[config.mk]
export PLATFORM = sky130hd
export DESIGN_NAME = reg_bank_flat
export DESIGN_NICKNAME = d
export VERILOG_FILES = /design/src/rtl/reg_bank_pkg.sv /design/src/rtl/reg_bank_if.sv /design/src/rtl/reg_bank_cell.sv /design/src/rtl/reg_bank.sv /design/src/flat_wrapper.sv
export SDC_FILE = /design/constraint.sdc
export NUM_CORES = 1
export LEC_CHECK = 0
export ABC_AREA = 1
export CAP_MARGIN = 20
export CORE_AREA = 4 4 350 352
export DETAILED_ROUTE_END_ITERATION = 6
export DIE_AREA = 0 0 354 356
export HOLD_SLACK_MARGIN = 0.05
export PLACE_DENSITY = 0.3
export SLEW_MARGIN = 15
export SYNTH_ARGS = -nofsm -noshare
export SYNTH_HDL_FRONTEND = slang
export SYNTH_SLANG_ARGS = --single-unit
[constraint.sdc]
create_clock -name clk -period 2.9 [get_ports clk]
set_input_delay 0.435 -clock clk [delete_from_list [all_inputs] [get_ports clk]]
set_output_delay 0.435 -clock clk [all_outputs]
set_load 0.05 [all_outputs]
[src/rtl/reg_bank_pkg.sv]
// Shared definitions for the register bank: access-mode encodings and the
// byte-strobe to bit-mask expansion used by the write path.
package reg_bank_pkg;

   typedef enum logic [1:0] {
      MODE_RW  = 2'd0,
      MODE_RO  = 2'd1,
      MODE_W1C = 2'd2,
      MODE_WO  = 2'd3
   } mode_e;

   // Widest register the mask helper can serve; callers size-cast in and out.
   localparam int MAX_DATA_W = 1024;
   localparam int MAX_STRB_W = MAX_DATA_W / 8;

   function automatic logic [MAX_DATA_W-1:0] strb_to_mask(input logic [MAX_STRB_W-1:0] strb);
      logic [MAX_DATA_W-1:0] mask;
      mask = '0;
      for (int b = 0; b < MAX_STRB_W; b++) begin
         mask[8*b +: 8] = {8{strb[b]}};
      end
      return mask;
   endfunction

endpackage

[src/rtl/reg_bank_if.sv]
// Bus-side request/response bundle between the request decoder (master)
// and the register bank (slave).
interface reg_bank_if #(
   parameter int ADDR_W = 32,
   parameter int DATA_W = 32
);
   logic                  write;
   logic [ADDR_W-1:0]     write_addr;
   logic [DATA_W-1:0]     write_data;
   logic [DATA_W/8-1:0]   write_strb;
   logic                  read;
   logic [ADDR_W-1:0]     read_addr;
   logic                  write_ack;
   logic                  write_err;
   logic                  read_valid;
   logic                  read_err;
   logic [DATA_W-1:0]     read_data;

   modport master (
      output write, write_addr, write_data, write_strb, read, read_addr,
      input  write_ack, write_err, read_valid, read_err, read_data
   );

   modport slave (
      input  write, write_addr, write_data, write_strb, read, read_addr,
      output write_ack, write_err, read_valid, read_err, read_data
   );
endinterface

[src/rtl/reg_bank_cell.sv]
// One register of the bank; MODE selects read-write, read-only status,
// write-1-to-clear event or write-only behaviour.
module reg_bank_cell
   import reg_bank_pkg::*;
#(
   parameter int    DATA_W = 32,
   parameter mode_e MODE   = MODE_RW
) (
   input  logic              clk,
   input  logic              rst,
   input  logic              hit,
   input  logic [DATA_W-1:0] data,
   input  logic [DATA_W-1:0] mask,
   input  logic [DATA_W-1:0] hw_set,
   input  logic [DATA_W-1:0] hw_status,
   output logic [DATA_W-1:0] stored,
   output logic [DATA_W-1:0] rd_value
);

   generate
      if (MODE == MODE_RO) begin : g_ro
         // Status is live from hardware; there is nothing to store.
         assign stored   = '0;
         assign rd_value = hw_status;
         logic unused_ro;
         assign unused_ro = ^{clk, rst, hit, data, mask, hw_set};
      end else begin : g_store
         logic [DATA_W-1:0] value;
         logic [DATA_W-1:0] value_next;

         // NOTE: default assigned first so no path through the block infers a latch.
         always_comb begin
            value_next = value;
            if (MODE == MODE_W1C) begin
               // OR-ing hw_set after the clear makes a same-cycle set win.
               value_next = (value & ~(hit ? (data & mask) : '0)) | hw_set;
            end else if (hit) begin
               value_next = (value & ~mask) | (data & mask);
            end
         end

         // NOTE: non-blocking so every register samples pre-edge values.
         always_ff @(posedge clk) begin
            if (rst) value <= '0;
            else     value <= value_next;
         end

         assign stored   = value;
         assign rd_value = (MODE == MODE_WO) ? '0 : value;
         logic unused_store;
         assign unused_store = ^{hw_status, hw_set};
      end
   endgenerate

endmodule

[src/rtl/reg_bank.sv]
// Memory-mapped register bank: address decode, per-register cells, read mux
// and registered single-cycle write/read responses.
module reg_bank
   import reg_bank_pkg::*;
#(
   parameter int                  DATA_W   = 32,
   parameter int                  ADDR_W   = 32,
   parameter int                  NUM_REGS = 8,
   parameter int                  STRIDE   = 4,
   parameter logic [2*NUM_REGS-1:0] MODES  = '0
) (
   input  logic                       clk,
   input  logic                       rst,
   reg_bank_if.slave                  bus,
   input  logic [NUM_REGS*DATA_W-1:0] hw_status,
   input  logic [NUM_REGS*DATA_W-1:0] hw_set,
   output logic [NUM_REGS*DATA_W-1:0] regs_out
);

   localparam int                SHIFT       = $clog2(STRIDE);
   localparam logic [ADDR_W-1:0] OFFSET_MASK = ADDR_W'(STRIDE - 1);

   logic [ADDR_W-1:0]   w_index;
   logic [ADDR_W-1:0]   r_index;
   logic                w_mapped;
   logic                r_mapped;
   logic [NUM_REGS-1:0] w_hit;
   logic [DATA_W-1:0]   w_mask;
   logic [DATA_W-1:0]   rd_values [NUM_REGS];
   logic [DATA_W-1:0]   rd_mux;

   assign w_index  = bus.write_addr >> SHIFT;
   assign r_index  = bus.read_addr >> SHIFT;
   assign w_mapped = ((bus.write_addr & OFFSET_MASK) == '0) && (w_index < ADDR_W'(NUM_REGS));
   assign r_mapped = ((bus.read_addr & OFFSET_MASK) == '0) && (r_index < ADDR_W'(NUM_REGS));
   assign w_mask   = DATA_W'(strb_to_mask(MAX_STRB_W'(bus.write_strb)));

   generate
      for (genvar i = 0; i < NUM_REGS; i++) begin : g_cell
         assign w_hit[i] = bus.write && w_mapped && (w_index == ADDR_W'(i));

         reg_bank_cell #(
            .DATA_W (DATA_W),
            .MODE   (mode_e'(MODES[2*i +: 2]))
         ) u_cell (
            .clk       (clk),
            .rst       (rst),
            .hit       (w_hit[i]),
            .data      (bus.write_data),
            .mask      (w_mask),
            .hw_set    (hw_set[i*DATA_W +: DATA_W]),
            .hw_status (hw_status[i*DATA_W +: DATA_W]),
            .stored    (regs_out[i*DATA_W +: DATA_W]),
            .rd_value  (rd_values[i])
         );
      end
   endgenerate

   // Cells show pre-edge contents here, so a same-cycle write is not visible.
   always_comb begin
      rd_mux = '0;
      for (int i = 0; i < NUM_REGS; i++) begin
         if (r_index == ADDR_W'(i)) rd_mux = rd_values[i];
      end
   end

   always_ff @(posedge clk) begin
      if (rst) begin
         bus.write_ack  <= 1'b0;
         bus.write_err  <= 1'b0;
         bus.read_valid <= 1'b0;
         bus.read_err   <= 1'b0;
         bus.read_data  <= '0;
      end else begin
         bus.write_ack  <= bus.write && w_mapped;
         bus.write_err  <= bus.write && !w_mapped;
         bus.read_valid <= bus.read && r_mapped;
         bus.read_err   <= bus.read && !r_mapped;
         bus.read_data  <= (bus.read && r_mapped) ? rd_mux : '0;
      end
   end

endmodule

[src/flat_wrapper.sv]
// flat-port wrapper written by rule: the top's interface ports become plain ports
module reg_bank_flat import reg_bank_pkg::*;
#(
   parameter int                  DATA_W   = 32,
   parameter int                  ADDR_W   = 32,
   parameter int                  NUM_REGS = 8,
   parameter int                  STRIDE   = 4,
   parameter logic [2*NUM_REGS-1:0] MODES  = '0
)
  (clk, rst, hw_status, hw_set, regs_out, bus_write, bus_write_addr, bus_write_data, bus_write_strb, bus_read, bus_read_addr, bus_write_ack, bus_write_err, bus_read_valid, bus_read_err, bus_read_data);
  reg_bank_if #(.ADDR_W(ADDR_W), .DATA_W(DATA_W)) bus_i ();
  input  logic clk;
  input  logic rst;
  input  logic [NUM_REGS*DATA_W-1:0] hw_status;
  input  logic [NUM_REGS*DATA_W-1:0] hw_set;
  output logic [NUM_REGS*DATA_W-1:0] regs_out;
  input wire logic [$bits(bus_i.write)-1:0] bus_write;
  input wire logic [$bits(bus_i.write_addr)-1:0] bus_write_addr;
  input wire logic [$bits(bus_i.write_data)-1:0] bus_write_data;
  input wire logic [$bits(bus_i.write_strb)-1:0] bus_write_strb;
  input wire logic [$bits(bus_i.read)-1:0] bus_read;
  input wire logic [$bits(bus_i.read_addr)-1:0] bus_read_addr;
  output wire logic [$bits(bus_i.write_ack)-1:0] bus_write_ack;
  output wire logic [$bits(bus_i.write_err)-1:0] bus_write_err;
  output wire logic [$bits(bus_i.read_valid)-1:0] bus_read_valid;
  output wire logic [$bits(bus_i.read_err)-1:0] bus_read_err;
  output wire logic [$bits(bus_i.read_data)-1:0] bus_read_data;
  assign bus_i.write = bus_write;
  assign bus_i.write_addr = bus_write_addr;
  assign bus_i.write_data = bus_write_data;
  assign bus_i.write_strb = bus_write_strb;
  assign bus_i.read = bus_read;
  assign bus_i.read_addr = bus_read_addr;
  assign bus_write_ack = bus_i.write_ack;
  assign bus_write_err = bus_i.write_err;
  assign bus_read_valid = bus_i.read_valid;
  assign bus_read_err = bus_i.read_err;
  assign bus_read_data = bus_i.read_data;
  reg_bank #(.DATA_W(DATA_W), .ADDR_W(ADDR_W), .NUM_REGS(NUM_REGS), .STRIDE(STRIDE), .MODES(MODES)) u_core (.clk(clk), .rst(rst), .bus(bus_i), .hw_status(hw_status), .hw_set(hw_set), .regs_out(regs_out));
endmodule
# [Yosys cells after proc, flatten, opt, wreduce, memory -nomap -nowiden]
# Cells that the tools add are included.
[word_totals] register_bits=292 in_bits=616 out_inout_bits=292
[op_classes] n_reduce_logical=21 eq_ne=14 n_lt_le_gt_ge=2 bitwise=19 n_mux=8
[ops] op="32-bit bitwise AND" count=9
[ops] op="32-bit 2-to-1 mux" count=8
[ops] op="32-bit bitwise OR" count=8
[ops] op="30-bit by 3-bit == test with 1-bit output, second input constant" count=8
[ops] op="32-bit logical NOT" count=4
[ops] op="30-bit by 2-bit == test with 1-bit output, second input constant" count=4
[ops] op="30-bit by 1-bit == test with 1-bit output, second input constant" count=2
[ops] op="30-bit by 4-bit less-than comparator with 1-bit output, second input constant" count=2
[ops] op="32-bit inverter" count=1
[ops] op="1-bit logical AND" count=14
[ops] op="1-bit logical NOT" count=2
[ops] op="2-bit OR reduction" count=1
[ops] op="1-bit inverter" count=1

# [Longest topological paths before layout]
# Gate-level depths: netlist (run 1).
[depth] ltp_word=9 ltp_mapped=18

# [By module]
# A second synthesis (run 1) with hierarchy kept.
[unflattened] hier_cells=2885 area_unflattened_um2=17528.1
[modules_own_cells] module="reg_bank_cell" area_each_um2=1680.4 seq_area_each_um2=640.6 cells_each=263 n_inst=8
[modules_own_cells] module="reg_bank" area_each_um2=4085.2 seq_area_each_um2=720.7 cells_each=781 n_inst=1

# [Worst setup path before layout (run 1)]
# Ideal clock, no wire load.
[synth_path] path_kind="input-to-reg" startpoint="input bus_read_addr[16]" endpoint="register u_core.bus.read_data[2]" t_arrival_ps=1881 setup_slack_ps=906 n_path_buf=2 required_ps=2787 cell_stages=13 path_cell_list="inv_1 -> nand2_1 -> nor2_1 -> nand2_2 -> nor2_2 -> buf_6 -> nand4_4 -> buf_6 -> or2_0 -> a32oi_1 -> nand3_1 -> o21ai_1 -> inv_1"
[synth_between] elab_chain_cells=9
[synth_lines] item="from (decl)" line_no="flat_wrapper.sv:22" text="input wire logic [$bits(bus_i.read_addr)-1:0] bus_read_addr;"
[synth_lines] item="32-bit logical NOT" line_no="reg_bank.sv:63" text="if (r_index == ADDR_W'(i)) rd_mux = rd_values[i];"
[synth_lines] item="32-bit 2-to-1 mux (8 in a row)" line_no="reg_bank.sv:63"
[synth_lines] item="to (signal assigned)" line_no="reg_bank.sv:79" text="bus.read_data <= (bus.read && r_mapped) ? rd_mux : '0;"
[synth_lines] item="to (decl)" line_no="reg_bank_if.sv:26" text="output write_ack, write_err, read_valid, read_err, read_data"
# Several ways; a longest one is shown, not always the timed one.
# A chain may end at the register's enable or synchronous reset.

# [Worst setup path in the final report (run 1)]
[layout_path] startpoint="input bus_read_addr[18]" endpoint="register u_core.bus.read_data[3]"
# The elaborated chain is that of the path after synthesis.

==> summary.txt, run 1 <==
Logic synthesis
  • Top post-synthesis cells by area: dfxtp_1 43%, nand2_1 16%, o21ai_0 7.9%
  • Ys flop type: dfxtp_1
  • Sequential area share after synthesis: roughly 43%
  • Number of synthesized flops with an enable pin: 0
  • Ys Warns: 0
  • Post-synth top area share: between 40 and 50%
  • Area of the mapped netlist: approximately 13000 um2
  • Synth Register Bits: between 200 and 300
  • Syn Inst Count: 2047
  • Post-Synthesis Net Count: between 2000 and 3000
  • Leading area contributor after synthesis: dfxtp_1
  • Avg Cell Area, Syn: around 6.6 um2
  • Synth async-reset ratio: 0%
  • Distinct cells, synth: 29

Route
  • Via count: 14700
  • DRT Pass-1 Iters: 5
  • Initial DRC Count: 756
  • Final ANT Viol Nets: 0
  • Remaining DRCs: 0
  • Drt wl/cell: 21.5 um
  • Vias/cell: 3.51
  • WL final: ~90000 um

Global route
  • First-pass GRT wire length: 123000 um
  • Vias in the first global route: 14700
  • Largest net degree at the start of global routing: approximately 130
  • Initial antenna violation count: 7
  • M3 GR Usage: roughly 5.3%
  • Met2 Track Usage GR: roughly 21%
  • Total GRT Usage: between 10% and 20%
  • Gr busiest metal: met2
  • Met1 capacity usage during global routing: a little under a fifth
  • Grt ovf: 0

Timing
  • Fin crit share: between 80 and 90%
  • Fin. Hold Viols: 0
  • Final Critical Period: roughly 2500 ps
  • Final worst setup slack: between 300 and 400 ps
  • Final Max Tran Viols: 0
  • Skew final: 23.5 ps
  • Achievable clock frequency: 394 MHz
  • Setup TNS Final: 0 ps
  • Slew HR: between 40 and 50%
  • RSZ-0062 raised after global routing: no
  • # setup viols final: 0
  • Worst Max-Slew Pin Slew: approximately 900 ps

Worst setup path
  • R2R setup slack: between 1000 and 1500 ps
  • Crit path kind: in2reg
  • Crit. End Element: flop
  • CP max FO: 10
  • Worst setup SP type: input pin
  • R2R Path End: u_core.bus.read_data[3]
  • CP required: 3350 ps
  • Critical path arrival: between 2000 and 3000 ps
  • R2R cell count: 9

Die
  • Num ports: about 910
  • Die H: between 300 and 400 um
  • Core Area: around 120000 um2
  • # rows: between 100 and 150
  • Initial Util: a little under an eighth
  • Width of the die: approximately 350 um
  • DIE AREA: roughly 130000 um2

Pwr
  • Pint: 7.21 mW
  • Sw Ratio: 25.1%
  • P_leak: roughly 8.3 nW
  • Max IR drop VDD: around 320 uV
  • P_sw: around 2.4 mW
  • Comb pwr share: ~4.7%
  • Total power divided by cell area: around 440 nW/um2
  • Clk pwr share: between 50% and 60%
  • Reg power frac: around two fifths

Finish
  • Fin nets: 3154
  • Layout cells sized above 1: between 10% and 20%
  • Ant diodes: 0
  • Layout Area Growth over Synthesis: 62.3%
  • Final Instance Area: 21900 um2

Placement
  • DP Area: around 20000 um2
  • Placement Setup Slack: -230 ps
  • Placer Congestion: 0.789
  • Buffers on Ports: 395
  • DP HPWL: between 70000 and 80000 um

Clock tree
  • CTS HTree Levels: 2
  • TritonCTS Buffers: 41
  • # hold bufs at CTS: 0
  • Clk_lat worst skew: between 500 and 600 ps
  • CTS Buffer Depth: 3
  • Worst-path clk slew: around 50 ps
  • Post-CTS Resized: 0
  • CTS sink count: ~290
  • Setup repair bufs after CTS: 0
  • CTS root buf: clkbuf_16
  • CTS tree: done

Hold path
  • Hold Crit Depth: 2
  • Worst hold path class: in2reg
  • Worst Hold Launch: rst

Flow run
  • Max_cap viols: 0

Status
  • Outcome: finished clean
[cells by family after synthesis]
logic type | after synthesis | share of synthesized area, %
simple gates | 923 | 28.9
compound gates | 448 | 16.7
buf+inv | 384 | 11.1
flops | 292 | 43.3
[cells in the mapped netlist, types with 3 or more instances]
master	instances
a21oi_1	194
buf_2	27
clkbuf_1	62
dfxtp_1	292
inv_1	279
inv_2	12
nand2_1	562
nand2_2	15
nand3_1	104
nand3b_1	7
nand4_1	12
nor2_1	166
nor2_2	21
nor3_1	7
nor3_4	3
nor4_1	3
o21ai_0	213
o21ai_1	37
or2_0	3
or2_2	13
[power by group through the flow]
stage	clock network, mW	registers [mW]	logic (mW)
CTS	5.42	4.01	0.457
floorplan	0	4.11	0.112
global placement	0	4.10	0.456
finish	5.16	4.01	0.449
detailed placement	0	4.10	0.456
global route	5.55	4.01	0.485
[cells in the final DEF (no fill, tap or decap)]
master	n
nand2_1	562
clkdlybuf4s50_1	385
dfxtp_1	292
inv_1	278
o21ai_0	213
a21oi_1	194
nor2_1	165
buf_4	122
nand3_1	104
clkbuf_16	41
o21ai_1	37
buf_12	34
nor2_2	21
nand2_2	15
clkbuf_8	14
inv_2	13
or2_2	13
nand4_1	12
clkinv_2	10
nor3_1	7
nand3b_1	7
nor4_1	3
or2_0	3
nor3_4	3
clkbuf_1	3
nor3_2	2
nor4_2	2
nor2_4	2
o211ai_1	2
a32oi_1	2
inv_6	2
nand4_4	1
nand3_2	1
clkinvlp_4	1
bufinv_16	1
[per-stage QoR]
stage          std cells  hold slack [ps]  power, mW  utilization [%]
6_report            4179              194       9.62             18.4
5_1_grt             4179              164       10.0             18.4
4_1_cts             4179              135       9.89             18.4
3_5_place_dp        4107              461       4.56             17.2
3_3_place_gp        4107              462       4.56             17.2
2_1_floorplan       2047              556       4.22                -
[layout make-up]
type                    instances  area [um2]
clock buffers                  58        1230
clock inverters                14         105
fillers                     13600       97400
inverters                     291        1090
multi-input cells            1371        6160
flip-flops and latches        292        5850
well taps                    1612        2020
repair buffers                541        5450
[routing by layer]
layer / part of all wire (%) / vias to the layer above / wire (um)
li1: - / 7442 / -
met1: 47 / 6789 / 42200
met2: 42 / 374 / 37500
met3: 8.3 / 76 / 7460
met4: 3.1 / 6 / 2820
met5: 0.040 / - / 36
[worst max path at each step]
| stage | from | end | slack, ps | cells past startpoint |
|---|---|---|---|---|
| CTS | bus_read_addr[29] | u_core.bus.read_data[0] | 380 | 18 |
| finish | bus_read_addr[18] | u_core.bus.read_data[3] | 360 | 19 |
| global placement | bus_read_addr[29] | u_core.bus.read_data[0] | -230 | 18 |
| global route | bus_read_addr[18] | u_core.bus.read_data[0] | 120 | 19 |
| floorplan | bus_read_addr[16] | u_core.bus.read_data[2] | 910 | 13 |
| detailed placement | bus_read_addr[18] | u_core.bus.read_data[0] | -230 | 19 |
[worst max-delay path: stages]
cell	delay, ps
clkdlybuf4s50_1	400
nor2_1	100
buf_4	130
nand2_1	50
nor2_1	80
nand2_1	150
nor2_2	110
buf_4	160
nand2_2	100
buf_12	160
o21ai_0	210
nand2_1	70
o21ai_0	130
nand3_1	250
nand2_1	110
nand2_1	50
nand2_1	70
a21oi_1	60
buf_4	140
Note: power is estimated with default switching activity, not from simulation.
==> run 2: changes to the inputs <==
--- a/config.mk
+++ b/config.mk
@@ -8,6 +8,7 @@
 export ABC_AREA = 1
 export CAP_MARGIN = 20
 export CORE_AREA = 4 4 350 352
+export CTS_CLUSTER_DIAMETER = 100
 export DETAILED_ROUTE_END_ITERATION = 6
 export DIE_AREA = 0 0 354 356
 export HOLD_SLACK_MARGIN = 0.05
==> summary.txt, run 2 (synthesis results as in run 1) <==
Global route
  • M3 GR Usage: 5.20% (-0.051 points)
  • Largest net degree at the start of global routing: 129 (unchanged)
  • Initial antenna violation count: 6 (-1)
  • Gr busiest metal: met2
  • Met2 Track Usage GR: 20.9% (+0.20 points)
  • Grt ovf: 0 (unchanged)
  • First-pass GRT wire length: 123000 um (-0.13%)
  • Total GRT Usage: 13.9% (-0.023 points)
  • Vias in the first global route: 14700 (-0.23%)
  • Met1 capacity usage during global routing: 18.5% (-0.087 points)

Worst setup path
  • Worst path buffer plus inverter count: 5 (unchanged)
  • Crit-path cells: clkdlybuf4s50_1, nor2_1, buf_4, nand2_1, nor2_1, nand2_1, nor2_2, buf_4, nand2_2, buf_12, o21ai_0, nand2_1, o21ai_0, nand3_1, nand2_1, nand2_1, nand2_1, a21oi_1, buf_4
  • Crit path kind: in2reg
  • R2R cell count: 9 (unchanged)
  • Worst setup SP type: input pin
  • Most used cell, CP: nand2_1
  • CP max FO: 10 (unchanged)
  • Crit. End Element: flop
  • Max stage delay cell, worst path: clkdlybuf4s50_1
  • Critical path arrival: 3000 ps (about the same)
  • CP top delay family: simple AND/OR/NAND/NOR gates
  • CP required: 3350 ps (about the same)
  • Slowest stage delay, CP: 400 ps (about the same)
  • CP Depth: 19 (unchanged)

Timing
  • RSZ-0062 raised after global routing: no
  • Setup TNS Final: 0 ps (unchanged)
  • Final Max Tran Viols: 0 (unchanged)
  • Fin crit share: 87.7% (+0.12 points)
  • Worst Max-Slew Pin Slew: 886 ps (+9.02 ps)
  • Final Critical Period: 2540 ps (+3.37 ps)
  • # setup viols final: 0 (unchanged)
  • Skew final: 37.9 ps (+14.4 ps)
  • Achievable clock frequency: 393 MHz (-0.13%)
  • Fin. Hold Viols: 0 (unchanged)
  • Slew HR: 40.7% (-0.60 points)

Status
  • Outcome: finished clean

Placement
  • Placed Cells: 4107 (unchanged)
  • DP HPWL: 72400 um (unchanged)
  • Placer Congestion: 0.789 (unchanged)
  • Buffers on Ports: 395 (unchanged)

Route
  • Via count: 14700 (-0.12%)
  • Drt wl/cell: 21.5 um (-0.21%)
  • Final ANT Viol Nets: 0 (unchanged)
  • Vias/cell: 3.51 (-0.19%)
  • Remaining DRCs: 0 (unchanged)
  • DRT Pass-1 Iters: 5 (unchanged)
  • Initial DRC Count: 792 (+4.8%)
  • WL final: 89900 um (-0.14%)

Clock tree
  • Worst-path clk slew: 50 ps (about the same)
  • Setup repair bufs after CTS: 0 (unchanged)
  • TritonCTS Buffers: 42 (+2.4%)
  • Post-CTS Resized: 0 (unchanged)
  • CTS Buffer Depth: 3 (unchanged)
  • # hold bufs at CTS: 0 (unchanged)
  • Clk_lat worst skew: 580 ps (about the same)
  • CTS sink count: 292 (unchanged)
  • CTS HTree Levels: 2 (unchanged)
  • CTS tree: done
  • CTS root buf: clkbuf_16

Die
  • Die H: 356 um (unchanged)
  • Num ports: 908 (unchanged)
  • Width of the die: 354 um (unchanged)
  • Core Area: 119000 um2 (unchanged)
  • Initial Util: 11.3% (unchanged)
  • DIE AREA: 126000 um2 (unchanged)
  • # rows: 127 (unchanged)

Finish
  • Most common cell after layout, fill and taps aside: nand2_1
  • Non-Filler Instances: 4182 (+0.072%)
  • Commonest non-fill, non-tap cells in the layout: 562 x nand2_1, 385 x clkdlybuf4s50_1, 292 x dfxtp_1
  • Layout Area Growth over Synthesis: 62.5%
  • Layout cells sized above 1: 11.5% (-0.13 points)
  • Fin nets: 3155 (+0.032%)

Flow run
  • Max_cap viols: 0 (unchanged)

Hold path
  • Worst hold path class: in2reg
  • Hold Crit Depth: 2 (unchanged)

Pwr
  • Total power divided by cell area: 441 nW/um2 (+0.44%)
  • Max IR drop VDD: 414 uV (+29%)
  • P_leak: 8.27 nW (about the same)
-- run 2: worst paths after layout --
check        slack, ps               from                      end
max                360  bus_read_addr[18]  u_core.bus.read_data[3]
min                200                rst                     flop
max reg2reg       1290               flop  u_core.bus.read_data[3]
min reg2reg        460               flop                     flop
-- run 2: routing by layer --
metal,wire length [um],vias to the layer above
met4,2580,6
met3,7270,73
met5,36,-
met2,37800,369
met1,42200,6780
li1,-,7441
-- run 2: report_power, final --
| group | switching, mW | internal, mW |
|---|---|---|
| sequential | 0.000836 | 4.01 |
| clock | 2.16 | 3.06 |
| combinational | 0.276 | 0.170 |
-- run 2: layout make-up --
class                           instances  area [um2]
Multi-Input combinational cell       1371        6160
Antenna cell                            1        2.50
Tap cell                             1612        2020
Sequential cell                       292        5850
Inverter                              291        1090
Timing Repair Buffer                  541        5450
Clock buffer                           61        1240
Fill cell                           13600       97400
Clock inverter                         13         119
-- run 2: metrics by stage --
stage	power, mW	utilization [%]	area, um2	hold WS [ps]	setup WS [ps]
global route	10.1	18.4	21900	157	131
CTS	9.95	18.4	21900	129	389
detailed placement	4.56	17.2	20600	461	-230
finish	9.68	18.4	21900	195	358
floorplan	4.22	-	13500	556	906
global placement	4.56	17.2	20600	462	-231
